### src/rtl/ldpc_msg_pkg.sv
// rtl/ldpc_msg_pkg.sv - LDPC message types and sign-magnitude helpers shared by check and variable nodes
package ldpc_msg_pkg;

    localparam int MSG_WIDTH = 6;
    localparam int POS_MAX   = 2 ** (MSG_WIDTH - 1) - 1;

    typedef enum logic {
        COLLECT = 1'b0,
        EMIT    = 1'b1
    } cn_state_t;

    // Negative zero folds to +0 so downstream never sees a signed zero.
    function automatic int sm_to_tc(input logic sgn, input int mag);
        return (sgn && (mag != 0)) ? -mag : mag;
    endfunction

endpackage

### src/rtl/cn_serial_minsum_if.sv
// rtl/cn_serial_minsum_if.sv - v2c input / c2v output handshake bundle of the serial check node
interface cn_serial_minsum_if
    import ldpc_msg_pkg::*;
#(
    parameter int MSG_WIDTH = ldpc_msg_pkg::MSG_WIDTH
);
    logic [MSG_WIDTH-1:0] i_v2c;
    logic                 i_valid;
    logic                 o_ready;
    logic [MSG_WIDTH-1:0] o_c2v;
    logic                 o_valid;
    logic                 i_ready;
    logic                 o_last;
    logic                 o_parity;

    modport slave (
        input  i_v2c, i_valid, i_ready,
        output o_ready, o_c2v, o_valid, o_last, o_parity
    );

    modport master (
        output i_v2c, i_valid, i_ready,
        input  o_ready, o_c2v, o_valid, o_last, o_parity
    );
endinterface

### src/rtl/cn_min2_tracker.sv
// rtl/cn_min2_tracker.sv - running first/second minimum and argmin of a magnitude stream
module cn_min2_tracker #(
    parameter int MAG_W = 5,
    parameter int IDX_W = 3
) (
    input  logic             i_clk,
    input  logic             i_rst_n,
    input  logic             i_init,
    input  logic             i_upd,
    input  logic [MAG_W-1:0] i_mag,
    input  logic [IDX_W-1:0] i_idx,
    output logic [MAG_W-1:0] o_min1,
    output logic [MAG_W-1:0] o_min2,
    output logic [IDX_W-1:0] o_idx,
    output logic [MAG_W-1:0] o_min1_nxt,
    output logic [MAG_W-1:0] o_min2_nxt,
    output logic [IDX_W-1:0] o_idx_nxt
);
    logic [MAG_W-1:0] min1_q, min1_d;
    logic [MAG_W-1:0] min2_q, min2_d;
    logic [IDX_W-1:0] idx_q, idx_d;

    // Strict compares: a tie with min1 lands in min2 and the earlier index keeps idx.
    always_comb begin
        min1_d = min1_q;
        min2_d = min2_q;
        idx_d  = idx_q;
        if (i_init) begin
            min1_d = '1;
            min2_d = '1;
            idx_d  = '0;
        end else if (i_upd) begin
            if (i_mag < min1_q) begin
                min2_d = min1_q;
                min1_d = i_mag;
                idx_d  = i_idx;
            end else if (i_mag < min2_q) begin
                min2_d = i_mag;
            end
        end
    end

    always_ff @(posedge i_clk) begin
        if (!i_rst_n) begin
            min1_q <= '1;
            min2_q <= '1;
            idx_q  <= '0;
        end else begin
            min1_q <= min1_d;
            min2_q <= min2_d;
            idx_q  <= idx_d;
        end
    end

    assign o_min1     = min1_q;
    assign o_min2     = min2_q;
    assign o_idx      = idx_q;
    assign o_min1_nxt = min1_d;
    assign o_min2_nxt = min2_d;
    assign o_idx_nxt  = idx_d;
endmodule

### src/rtl/cn_serial_minsum.sv
// rtl/cn_serial_minsum.sv - serial min-sum LDPC check node; CN_OFFSET_EN selects offset min-sum
module cn_serial_minsum
    import ldpc_msg_pkg::*;
#(
    parameter int MSG_WIDTH = ldpc_msg_pkg::MSG_WIDTH,
    parameter int ROW_DEG   = 6,
    parameter int OFFSET    = 1
) (
    input  logic                  i_clk,
    input  logic                  i_rst_n,
    cn_serial_minsum_if.slave     bus
);
    localparam int MAG_W = MSG_WIDTH - 1;
    localparam int IDX_W = $clog2(ROW_DEG);
    localparam logic [IDX_W-1:0] LAST = IDX_W'(ROW_DEG - 1);

    cn_state_t            state_q, state_d;
    logic [IDX_W-1:0]     cnt_q, cnt_d;
    logic                 sign_acc_q, sign_acc_d;
    logic [ROW_DEG-1:0]   sign_buf_q, sign_buf_d;
    logic [MSG_WIDTH-1:0] c2v_q, c2v_d;
    logic                 valid_q, valid_d;
    logic                 last_q, last_d;
    logic                 parity_q, parity_d;

    logic                 trk_init, trk_upd;
    logic [MAG_W-1:0]     min1, min2, min1_nxt, min2_nxt;
    logic [IDX_W-1:0]     idx, idx_nxt;

    cn_min2_tracker #(.MAG_W(MAG_W), .IDX_W(IDX_W)) u_tracker (
        .i_clk      (i_clk),
        .i_rst_n    (i_rst_n),
        .i_init     (trk_init),
        .i_upd      (trk_upd),
        .i_mag      (bus.i_v2c[MAG_W-1:0]),
        .i_idx      (cnt_q),
        .o_min1     (min1),
        .o_min2     (min2),
        .o_idx      (idx),
        .o_min1_nxt (min1_nxt),
        .o_min2_nxt (min2_nxt),
        .o_idx_nxt  (idx_nxt)
    );

`ifndef CN_OFFSET_EN
    logic unused_offset;
    assign unused_offset = ^OFFSET;
`endif

    function automatic logic [MSG_WIDTH-1:0] c2v_value(
        input logic [IDX_W-1:0] k,
        input logic [MAG_W-1:0] m1,
        input logic [MAG_W-1:0] m2,
        input logic [IDX_W-1:0] ix,
        input logic             sgn
    );
        logic [MAG_W-1:0] mag;
        int               tc;
        mag = (k == ix) ? m2 : m1;
`ifdef CN_OFFSET_EN
        mag = (mag > MAG_W'(OFFSET)) ? mag - MAG_W'(OFFSET) : '0;
`endif
        tc = sm_to_tc(sgn, int'(mag));
        return tc[MSG_WIDTH-1:0];
    endfunction

    // Output registers are loaded one cycle ahead, so the first c2v uses the tracker's next values.
    always_comb begin
        state_d    = state_q;
        cnt_d      = cnt_q;
        sign_acc_d = sign_acc_q;
        sign_buf_d = sign_buf_q;
        c2v_d      = c2v_q;
        valid_d    = valid_q;
        last_d     = last_q;
        parity_d   = parity_q;
        trk_init   = 1'b0;
        trk_upd    = 1'b0;
        case (state_q)
            COLLECT: begin
                if (bus.i_valid) begin
                    trk_upd           = 1'b1;
                    sign_buf_d[cnt_q] = bus.i_v2c[MSG_WIDTH-1];
                    sign_acc_d        = sign_acc_q ^ bus.i_v2c[MSG_WIDTH-1];
                    if (cnt_q == LAST) begin
                        cnt_d    = '0;
                        state_d  = EMIT;
                        parity_d = sign_acc_d;
                        valid_d  = 1'b1;
                        last_d   = 1'b0;
                        c2v_d    = c2v_value('0, min1_nxt, min2_nxt, idx_nxt,
                                             sign_acc_d ^ sign_buf_d[0]);
                    end else begin
                        cnt_d = cnt_q + 1'b1;
                    end
                end
            end
            EMIT: begin
                if (bus.i_ready) begin
                    if (cnt_q == LAST) begin
                        state_d    = COLLECT;
                        cnt_d      = '0;
                        valid_d    = 1'b0;
                        last_d     = 1'b0;
                        c2v_d      = '0;
                        sign_acc_d = 1'b0;
                        trk_init   = 1'b1;
                    end else begin
                        cnt_d  = cnt_q + 1'b1;
                        last_d = (cnt_d == LAST);
                        c2v_d  = c2v_value(cnt_d, min1, min2, idx,
                                           sign_acc_q ^ sign_buf_q[cnt_d]);
                    end
                end
            end
            default: state_d = COLLECT;
        endcase
    end

    always_ff @(posedge i_clk) begin
        if (!i_rst_n) begin
            state_q    <= COLLECT;
            cnt_q      <= '0;
            sign_acc_q <= 1'b0;
            sign_buf_q <= '0;
            c2v_q      <= '0;
            valid_q    <= 1'b0;
            last_q     <= 1'b0;
            parity_q   <= 1'b0;
        end else begin
            state_q    <= state_d;
            cnt_q      <= cnt_d;
            sign_acc_q <= sign_acc_d;
            sign_buf_q <= sign_buf_d;
            c2v_q      <= c2v_d;
            valid_q    <= valid_d;
            last_q     <= last_d;
            parity_q   <= parity_d;
        end
    end

    assign bus.o_ready  = (state_q == COLLECT);
    assign bus.o_c2v    = c2v_q;
    assign bus.o_valid  = valid_q;
    assign bus.o_last   = last_q;
    assign bus.o_parity = parity_q;
endmodule

### src/flat_wrapper.sv
// flat-port wrapper written by rule: the top's interface ports become plain ports
module cn_serial_minsum_flat import ldpc_msg_pkg::*;
#(
    parameter int MSG_WIDTH = ldpc_msg_pkg::MSG_WIDTH,
    parameter int ROW_DEG   = 6,
    parameter int OFFSET    = 1
)
  (i_clk, i_rst_n, bus_i_v2c, bus_i_valid, bus_i_ready, bus_o_ready, bus_o_c2v, bus_o_valid, bus_o_last, bus_o_parity);
  cn_serial_minsum_if #(.MSG_WIDTH(MSG_WIDTH)) bus_i ();
  input  logic i_clk;
  input  logic i_rst_n;
  input wire logic [$bits(bus_i.i_v2c)-1:0] bus_i_v2c;
  input wire logic [$bits(bus_i.i_valid)-1:0] bus_i_valid;
  input wire logic [$bits(bus_i.i_ready)-1:0] bus_i_ready;
  output wire logic [$bits(bus_i.o_ready)-1:0] bus_o_ready;
  output wire logic [$bits(bus_i.o_c2v)-1:0] bus_o_c2v;
  output wire logic [$bits(bus_i.o_valid)-1:0] bus_o_valid;
  output wire logic [$bits(bus_i.o_last)-1:0] bus_o_last;
  output wire logic [$bits(bus_i.o_parity)-1:0] bus_o_parity;
  assign bus_i.i_v2c = bus_i_v2c;
  assign bus_i.i_valid = bus_i_valid;
  assign bus_i.i_ready = bus_i_ready;
  assign bus_o_ready = bus_i.o_ready;
  assign bus_o_c2v = bus_i.o_c2v;
  assign bus_o_valid = bus_i.o_valid;
  assign bus_o_last = bus_i.o_last;
  assign bus_o_parity = bus_i.o_parity;
  cn_serial_minsum #(.MSG_WIDTH(MSG_WIDTH), .ROW_DEG(ROW_DEG), .OFFSET(OFFSET)) u_core (.i_clk(i_clk), .i_rst_n(i_rst_n), .bus(bus_i));
endmodule
### config.mk
export PLATFORM = sky130hd
export DESIGN_NAME = cn_serial_minsum_flat
export DESIGN_NICKNAME = d
export VERILOG_FILES = /design/src/rtl/ldpc_msg_pkg.sv /design/src/rtl/cn_serial_minsum_if.sv /design/src/rtl/cn_min2_tracker.sv /design/src/rtl/cn_serial_minsum.sv /design/src/flat_wrapper.sv
export SDC_FILE = /design/constraint.sdc
export NUM_CORES = 1
export LEC_CHECK = 0
export ABC_AREA = 1
export BUFFER_PORTS_ARGS = -buffer_cell sky130_fd_sc_hd__buf_2
export CAP_MARGIN = 20
export CORE_MARGIN = 3
export CORE_UTILIZATION = 45
export CTS_BUF_LIST = sky130_fd_sc_hd__clkbuf_4 sky130_fd_sc_hd__clkbuf_8
export CTS_CLUSTER_SIZE = 14
export DETAILED_ROUTE_END_ITERATION = 6
export PLACE_DENSITY = 0.66
export SETUP_SLACK_MARGIN = 0.4
export SYNTH_ARGS = -nofsm -noshare
export SYNTH_HDL_FRONTEND = slang
export SYNTH_SLANG_ARGS = --single-unit
### constraint.sdc
create_clock -name i_clk -period 3 [get_ports i_clk]
set_input_delay 0.15 -clock i_clk [delete_from_list [all_inputs] [get_ports i_clk]]
set_output_delay 0.15 -clock i_clk [all_outputs]
set_load 0.005 [all_outputs]
==> flow_summary_export.csv <==
group,metric,value,unit
setup_path,path_max_fanout,8,
floorplan,fp-row-count,25,
floorplan,dieHeight,78.0,um
sta,period_needed,2.85,ns
power_and_ir_drop,peakVddDrop,0.290,mV
sta,clock.fmax,351,MHz
sta,worstMarginPinSlew,0.541,ns
setup_path,crit_required,3.20,ns
sta,maxSlewViolCount,0,
cells_and_area,drive_above_1_share,41.6,%
sta,finalClockSkew,0.00736,ns
sta,setup_tns,0,ns
yosys,postSynthCellCount,355,
placed_design,gp_congestion,0.967,
yosys,synth-main-ff-cell,"dfxtp_1",
setup_path,startpoint,"u_core.u_tracker.o_min1[2]$_SDFF_PN1_",
cells_and_area,final_cell_area,0.00337,mm^2
setup_path,crit_top_cell,"nand2_1",
yosys,syn-mean-instance-area,6.57,um^2
sta,finalCritPeriodShare,95.0,%
clock_tree,cts-buffers-inserted,5,
placed_design,dp_slack,0.0394,ns
cells_and_area,antenna_cells,0,
yosys,ys_warn_count,0,
yosys,synth_area,0.00233,mm^2
setup_path,path_cells,"inv_2 > ha_4 > nand2_2 > nand2_2 > a21oi_4 > nand3_4 > buf_6 > nand2_1 > nand2_1 > a21oi_2 > nand2_1 > nand2_2 > inv_2 > nor3_2 > ha_2 > inv_2 > nand3_4 > inv_4 > nand2_1 > nand2_1 > nand3_2 > a21oi_2",
clock_tree,clk_latency,0.30,ns
sta,rsz0062_at_grt,"yes",
global_route,grt_pass1_wl,12.3,mm
setup_path,rr_startpoint,"u_core.u_tracker.o_min1[2]$_SDFF_PN1_",
floorplan,die_width,78.0,um
power_and_ir_drop,powerDensity,519,mW/mm^2
clock_tree,postCtsHoldBufs,0,
setup_path,crit_buf_inv,5,
cells_and_area,area_growth,44.6,%
setup_path,slowest_stage,"dfxtp_2",
placed_design,dp_hpwl,4.83,mm
placed_design,place_area,0.00263,mm^2
min_path,holdCritPathClass,"input pin to flip-flop",
routing,vias,2779,
routing,drt_wl_total,7.67,mm
yosys,synth_top_area_cell,"dfxtp_1",
clock_tree,cts_tree,"done",
routing,vias_per_cell,5.61,
cells_and_area,fill_cells,397,
routing,wl_per_cell,15.5,um
yosys,synth_edf_count,0,
routing,first_pass_iters,7,
sta,setup_viol_count_final,0,
routing,drc,0,
run_status,status,"complete, no violations",
power_and_ir_drop,p_leak,1.59,nW
yosys,synthTopCellsByArea,"dfxtp_1 (28%), nand2_1 (13%), inv_1 (8.5%), ha_1 (8.0%), o21ai_0 (5.8%)",
setup_path,slowest_delay,0.33,ns
clock_tree,cts_root_buf,"clkbuf_8",
global_route,antenna_found_initial,0,
setup_path,path_delay_family,"simple AND/OR/NAND/NOR gates",
routing,ant_nets,0,
sta,slew_headroom,63.9,%
power_and_ir_drop,power,1.75,mW
cells_and_area,finalNetCount,452,
sta,setup_ws,0.151,ns
yosys,synth_seq_cells,33,
clock_tree,clk_path_buf_depth,2,
clock_tree,clkTransAtPathRegs,0.07,ns
global_route,grt_max_degree,19,
yosys,async_reset_ff_share,0,%
sta,hold_ws,0.144,ns
placed_design,port_buffers,19,
job,maxCapViolCount,0,
global_route,grt_pass1_vias,2670,
setup_path,path_class,"flip-flop to flip-flop",
global_route,grt_usage,25.9,%
floorplan,core,0.00488,mm^2
yosys,seq_area_frac_synth,28.3,%
cells_and_area,final_common_cell,"nand2_1",
yosys,syn_nets,380,
setup_path,endpoint_kind,"flip-flop",
min_path,min_from,"bus_i_ready",
clock_tree,cts.sinks,33,
routing,first_iter_violations,358,
clock_tree,htreeDepth,2,
setup_path,start_kind,"flip-flop",
floorplan,ios,20,
floorplan,start_util,47.8,%
setup_path,arrival,3.05,ns
sta,hold_viol,0,
yosys,synth_top_area_share,28.3,%
cells_and_area,final_cell_mix,"nand2_1 (63), buf_4 (50), inv_1 (39)",
yosys,post_synth_num_cell_types,35,
floorplan,die_area,0.00608,mm^2
global_route,gr-total-overflow,0,
[area by class of cell]
class	count	area [um^2]	share of cell area [%]
flip-flops and latches	33	673	20.0
clock buffers	7	90.1	2.67
inverters	55	211	6.27
multi-input cells	259	1770	52.4
repair buffers	73	515	15.3
well taps	67	83.8	2.49
clock inverters	1	30.0	0.890
[power breakdown]
| group | internal (mW) | switching [mW] | leakage (nW) |
|---|---|---|---|
| Sequential | 0.467 | 0.0245 | 0.268 |
| Combinational | 0.351 | 0.449 | 1.26 |
| Clock | 0.280 | 0.181 | 0.0619 |
| Total | 1.10 | 0.654 | 1.59 |
[metal layers]
metal / track usage (%) / share of wire (%) / vias up
li1: - / - / 1314
met1: 30.3 / 40 / 1280
met2: 44.5 / 48 / 144
met3: 6.03 / 7.1 / 41
met4: 11.7 / 4.5 / 0
met5: 0 / 0 / -
[stage by stage]
stage | util [%] | instances
floorplan | - | 355
global placement | 53.9 | 443
detailed placement | 53.9 | 443
CTS | 67.5 | 489
global route | 69.1 | 495
finish | 69.1 | 495
[tightest hold or removal path: stages]
cell and delay [ns]:
buf_2 0.10, nand2_1 0.05, nand2_1 0.05, a21oi_1 0.05
[kinds of logic after synthesis]
family	Yosys count	share of synthesized area (%)
buffers and inverters	63	11.2
DFF	33	28.3
AOI/OAI and AO/OA	73	18.0
and+or+nand+nor	168	33.3
xor gates and xnor gates	3	1.13
adders and majority gates	15	8.05
[flip-flops by register name, summed over array words and instances (netlist names)]
register and cells:
u_core.bus.o_c2v 6, u_core.sign_buf_q 6, u_core.u_tracker.o_min1 5, u_core.u_tracker.o_min2 5
u_core.cnt_q 3, u_core.u_tracker.o_idx 3, u_core.bus.o_last 1, u_core.bus.o_parity 1
u_core.bus.o_valid 1, u_core.sign_acc_q 1, u_core.state_q 1
[timing repair]
| action | in CTS | in global routing |
|---|---|---|
| setup endpoints to repair | 5 | 5 |
| resized for setup | 68 | 11 |
| pin swaps | 42 | 4 |
| endpoints found under the hold margin | 0 | 0 |
| buffers inserted | 38 | 6 |
[synth_stat cells (4+ instances only)]
| cell type | number |
|---|---|
| a21oi_1 | 23 |
| a31oi_1 | 7 |
| dfxtp_1 | 33 |
| ha_1 | 15 |
| inv_1 | 53 |
| nand2_1 | 82 |
| nand2_2 | 4 |
| nand3_1 | 24 |
| nand3_2 | 4 |
| nand4_1 | 8 |
| nor2_1 | 28 |
| nor3_1 | 5 |
| o21ai_0 | 27 |
| o21ai_1 | 5 |
[worst paths after layout]
path / slack, ns / cells past startpoint / to
worst max register to register: 0.15 / 22 / u_core.bus.o_c2v[3]$_SDFFE_PN0P_
worst min-delay path: 0.14 / 4 / u_core.state_q$_SDFF_PN0_
worst min register to register: 0.47 / 2 / u_core.bus.o_last$_SDFFE_PN0P_
worst max-delay path: 0.15 / 22 / u_core.bus.o_c2v[3]$_SDFFE_PN0P_
(Power assumes the default switching activity.)
